**config.mk**
```make
export PLATFORM = sky130hd
export DESIGN_NAME = serial_loader
export DESIGN_NICKNAME = d
export VERILOG_FILES = /design/src/rtl/serial_loader.sv
export SDC_FILE = /design/constraint.sdc
export NUM_CORES = 1
export LEC_CHECK = 0
export ABC_CLOCK_PERIOD_IN_PS = 1600
export BUFFER_PORTS_ARGS = -buffer_cell sky130_fd_sc_hd__buf_2
export CORE_ASPECT_RATIO = 0.9
export CORE_MARGIN = 1.5
export CORE_UTILIZATION = 49
export DETAILED_ROUTE_END_ITERATION = 6
export PLACE_DENSITY_LB_ADDON = 0.25
export SYNTH_ARGS = -nofsm -noshare
export SYNTH_HDL_FRONTEND = slang
export SYNTH_SLANG_ARGS = --single-unit
```
**constraint.sdc**
```tcl
create_clock -name clk -period 1.6 [get_ports clk]
set_clock_uncertainty 0.05 [all_clocks]
set_input_delay 0 -clock clk [delete_from_list [all_inputs] [get_ports clk]]
set_output_delay 0 -clock clk [all_outputs]
set_load 0.03 [all_outputs]
```
**src/rtl/serial_loader.sv**
```systemverilog
// serial_loader
//
// Parallel-to-serial front end for the serial run-length detector. Words are
// accepted over a valid/ready handshake into a one-word holding buffer. They
// are then shifted out one bit per clock. When the buffer is refilled early
// enough, consecutive words leave with no idle cycle between them.
//
// Ports:
//   clk        sole clock, rising edge
//   rst_n      asynchronous active-low reset
//   din        parallel input word (WIDTH bits)
//   din_valid  din carries a word
//   din_ready  holding buffer is empty and can take a word
//   ostream    serial output bit (IDLE_BIT when no word is being sent)
//   ovalid     ostream carries a data bit this cycle
//   sof        current bit is the first bit of a word
//   eof        current bit is the last bit of a word
//   busy       shifting, or a word is waiting in the holding buffer
module serial_loader #(
  parameter int WIDTH     = 16,
  parameter bit LSB_FIRST = 1'b1,
  parameter bit IDLE_BIT  = 1'b0
) (
  input  logic             clk,
  input  logic             rst_n,
  input  logic [WIDTH-1:0] din,
  input  logic             din_valid,
  output logic             din_ready,
  output logic             ostream,
  output logic             ovalid,
  output logic             sof,
  output logic             eof,
  output logic             busy
);

  localparam int CNT_W = $clog2(WIDTH);
  localparam logic [CNT_W-1:0] CNT_LAST = CNT_W'(WIDTH - 1);

  typedef enum logic {
    IDLE  = 1'b0,
    SHIFT = 1'b1
  } state_t;

  state_t             state_q, state_d;
  logic [CNT_W-1:0]   cnt_q, cnt_d;
  logic [WIDTH-1:0]   hold_q, hold_d;
  logic               hold_full_q, hold_full_d;
  logic [WIDTH-1:0]   shreg_q, shreg_d;

  logic at_last;
  logic accept;
  logic load;

  assign at_last = (state_q == SHIFT) && (cnt_q == CNT_LAST);
  assign accept  = din_valid && !hold_full_q;
  // A held word moves into the shift register either straight away from
  // idle, or on the edge that retires the last bit of the current word, so
  // back-to-back words leave without a gap.
  assign load    = hold_full_q && ((state_q == IDLE) || at_last);

  always_comb begin
    state_d     = state_q;
    cnt_d       = cnt_q;
    hold_d      = hold_q;
    hold_full_d = hold_full_q;
    shreg_d     = shreg_q;

    // accept and load are mutually exclusive: accept needs an empty buffer,
    // load needs a full one.
    if (accept) begin
      hold_d      = din;
      hold_full_d = 1'b1;
    end

    if (load) begin
      shreg_d     = hold_q;
      cnt_d       = '0;
      state_d     = SHIFT;
      hold_full_d = 1'b0;
    end else if (state_q == SHIFT) begin
      if (LSB_FIRST) begin
        shreg_d = {1'b0, shreg_q[WIDTH-1:1]};
      end else begin
        shreg_d = {shreg_q[WIDTH-2:0], 1'b0};
      end
      if (at_last) begin
        state_d = IDLE;
        cnt_d   = '0;
      end else begin
        cnt_d = cnt_q + 1'b1;
      end
    end
  end

  always_ff @(posedge clk or negedge rst_n) begin
    if (!rst_n) begin
      state_q     <= IDLE;
      cnt_q       <= '0;
      hold_q      <= '0;
      hold_full_q <= 1'b0;
      shreg_q     <= '0;
    end else begin
      state_q     <= state_d;
      cnt_q       <= cnt_d;
      hold_q      <= hold_d;
      hold_full_q <= hold_full_d;
      shreg_q     <= shreg_d;
    end
  end

  // Outputs are decoded from registers only; din never reaches them.
  assign din_ready = !hold_full_q;
  assign ovalid    = (state_q == SHIFT);
  assign ostream   = (state_q == SHIFT) ? (LSB_FIRST ? shreg_q[0] : shreg_q[WIDTH-1])
                                        : IDLE_BIT;
  assign sof       = (state_q == SHIFT) && (cnt_q == '0);
  assign eof       = at_last;
  assign busy      = (state_q == SHIFT) || hold_full_q;

endmodule

```
==> qor.csv <==
stage,metric,value,unit
clock_network,TritonCTS buffer count,5,
cells_and_area,final net count,194,
clock_network,H-tree Lvls,2,
route,Residual DRC,0,
grt,GR Overflow Total,0,
setup_path,Worst R2R End,shreg_q[6]$_DFFE_PN0P_,
grt,largest net degree at the start of global routing,39,
timing,Max Clock Freq,642,MHz
timing,setup TNS,0,ns
route,vias per inst,5.31,
place,DP HPWL,2070,um
setup_path,reg2reg setup slack,0.04,ns
run_status,outcome,finished clean,
cells_and_area,Fillers,235,
clock_network,CTS tree,yes,
synthesis,distinct cell type count after synthesis,25,
power,PwrDens,1540,mW/mm^2
timing,worst-margin pin slew,0.266,ns
die,initial core utilization,52.6,%
place,pre-CTS setup slack,0.0234,ns
timing,number of hold violations in the final report,0,
route,first-pass detailed-route iteration total,4,
flow_run,MaxCap Viol Count,0,
synthesis,"top cells by area, synth","dfrtp_1 (58%), mux2_2 (11%), a221o_1 (6.1%)",
cells_and_area,Reg area,951,um^2
place,number of I/O port buffers,24,
route,via count,1146,
synthesis,Syn. warnings,0,
cells_and_area,Area Growth Syn to Fin,29.8,%
setup_path,RR Startpoint,cnt_q[1]$_DFFE_PN0P_,
synthesis,#FFs+latches synth,38,
die,Core Rows,19,
power,Pleak,0.986,nW
timing,fin crit share,97.3,%
timing,worst relative slew slack,82.0,%
clock_network,clk_lat worst skew,0.29,ns
die,Core ar.,0.00311,mm^2
timing,max-slew violation count,0,
setup_path,r2r worst-path depth,4,
setup_path,Worst EP required,1.72,ns
route,Detailed Route Iter0 Violations,97,
grt,initial antenna violation count,0,
route,final wirelength,3240,um
synthesis,Mapped Nets,145,
cells_and_area,share of cells above drive strength 1,37.4,%
synthesis,post-synth top area cell,dfrtp_1,
die,Ports,25,
setup_path,WS Path Type,register to register,
cells_and_area,Inserted Diodes,0,
clock_network,CTS max path bufs,2,
timing,final worst setup slack,0.0432,ns
timing,# setup viols final,0,
die,Die Ht,57.8,um
synthesis,average cell area after synthesis,13.2,um^2
clock_network,clock root buffer,clkbuf_8,
die,die area,0.00370,mm^2
grt,vias in the first global route,1160,
setup_path,Crit. Startpoint,cnt_q[1]$_DFFE_PN0P_,
clock_network,clk slew on worst S/H paths,0.07,ns
die,die width,63.9,um
synthesis,Synth top area share,58.1,%
setup_path,"Data arrival, critical path",1.68,ns
route,ANT nets after route,0,
setup_path,crit end category,register,
grt,GRT Total Usage,19.7,%
hold_path,Hold Crit Class,input pin to async pin,
place,gpl congestion,0.799,
cells_and_area,multi-input logic area,623,um^2
clock_network,Sink Count,38,
setup_path,startpoint types,register,
setup_path,Max Fanout on Critical Path,15,
synthesis,Syn Std Cell Area,0.00164,mm^2
synthesis,Synth Instances,124,
route,Routed wire per std cell,15.0,um
power,peak supply drop,0.956,mV
synthesis,register area share after synthesis,58.1,%
grt,first-pass GRT wire length,5410,um
timing,minimum clock period,1.56,ns
state kept, by name (all words and copies together), names as in the netlist:
| signal | cells |
|---|---|
| shreg_q | 16 |
| hold_q | 16 |
| cnt_q | 4 |
| ovalid | 1 |
| hold_full_q | 1 |
timing repair:
item,in CTS,in global routing
hold buffers,17,0
buffers inserted,0,2
resized for setup,0,1
endpoints found under the hold margin,54,0
setup endpoints to repair,0,15
how the worst max path moves through the flow:
stage                         endpoint  slack [ns]  depth (start not counted)
3_3_place_gp    shreg_q[9]$_DFFE_PN0P_        0.09                          5
5_1_grt         shreg_q[6]$_DFFE_PN0P_       -0.02                          4
6_report        shreg_q[6]$_DFFE_PN0P_        0.04                          4
4_1_cts         shreg_q[6]$_DFFE_PN0P_        0.02                          4
2_1_floorplan  shreg_q[14]$_DFFE_PN0P_        0.09                          5
3_5_place_dp    shreg_q[8]$_DFFE_PN0P_        0.02                          4
synthesized netlist by cell type:
master and n:
nor2_1 2, nand2_1 7, a22o_1 1, inv_1 5, o311ai_0 1, nand4_1 1, nand3_2 1, nand3_1 1
a221o_2 5, nor2b_1 2, a221o_1 10, ha_1 2, a21oi_2 1, o21ai_0 3, buf_6 3, dfrtp_1 38
o21a_4 1, nor4b_1 1, and2_1 16, nand3b_1 1, buf_2 3, clkbuf_1 1, o21bai_1 1, mux2_2 16
a21oi_1 1
cell type report:
class	instances	area share [%]
clock buffers	7	4.06
flip-flops and latches	38	44.8
inverters	5	0.883
clock inverters	1	0.236
repair buffers	49	18.3
multi-input cells	74	29.3
well taps	42	2.47
critical path: stages, from the launching register on:
cell and delay (ns):
dfrtp_1 0.38, ha_2 0.23, nand3_2 0.13, o21a_4 0.29
a221o_2 0.35
routing by layer:
layer | wire [um] | GRT usage [%]
met3 | 115 | 5.24
met5 | 0 | 0
met2 | 1590 | 32.3
met1 | 1490 | 24.6
met4 | 47 | 9.32
cell usage in the layout, fill, tap and decap left out, drive strengths merged:
master       instances
dfrtp               38
buf                 32
dlygate4sd3         17
and2                16
mux2                16
a221o               15
nand2                7
clkbuf               7
inv                  5
o21ai                3
nor2                 2
nor2b                2
nand3                2
a21oi                2
ha                   2
nor4b                1
o21a                 1
nand3b               1
nand4                1
o311ai               1
o21bai               1
a22o                 1
clkinv               1
power breakdown:
| group | switching [mW] | internal (mW) | total [mW] |
|---|---|---|---|
| Clock | 0.320 | 0.347 | 0.667 |
| Sequential | 0.271 | 1.37 | 1.64 |
| Combinational | 0.399 | 0.569 | 0.967 |
| Total | 0.990 | 2.28 | 3.27 |
cell families after synthesis:
logic type	share of synthesized area (%)
and+or+nand+nor	11.2
muxes	11.0
buffers and inverters	4.36
AOI/OAI and AO/OA	13.8
DFF	58.1
adders and majority gates	1.53
per-stage QoR:
| step | power, mW | hold slack, ns | util [%] | area (um^2) | instances |
|---|---|---|---|---|---|
| floorplan | 2.25 | -0.346 | - | 1640 | 124 |
| global placement | 2.49 | -0.0702 | 59.3 | 1850 | 189 |
| detailed placement | 2.55 | -0.0695 | 59.3 | 1850 | 189 |
| CTS | 3.26 | 0.159 | 67.7 | 2110 | 214 |
| global route | 3.47 | 0.181 | 68.2 | 2120 | 216 |
| finish | 3.27 | 0.147 | 68.2 | 2120 | 216 |
No activity file was read; power rests on OpenSTA's default activity.
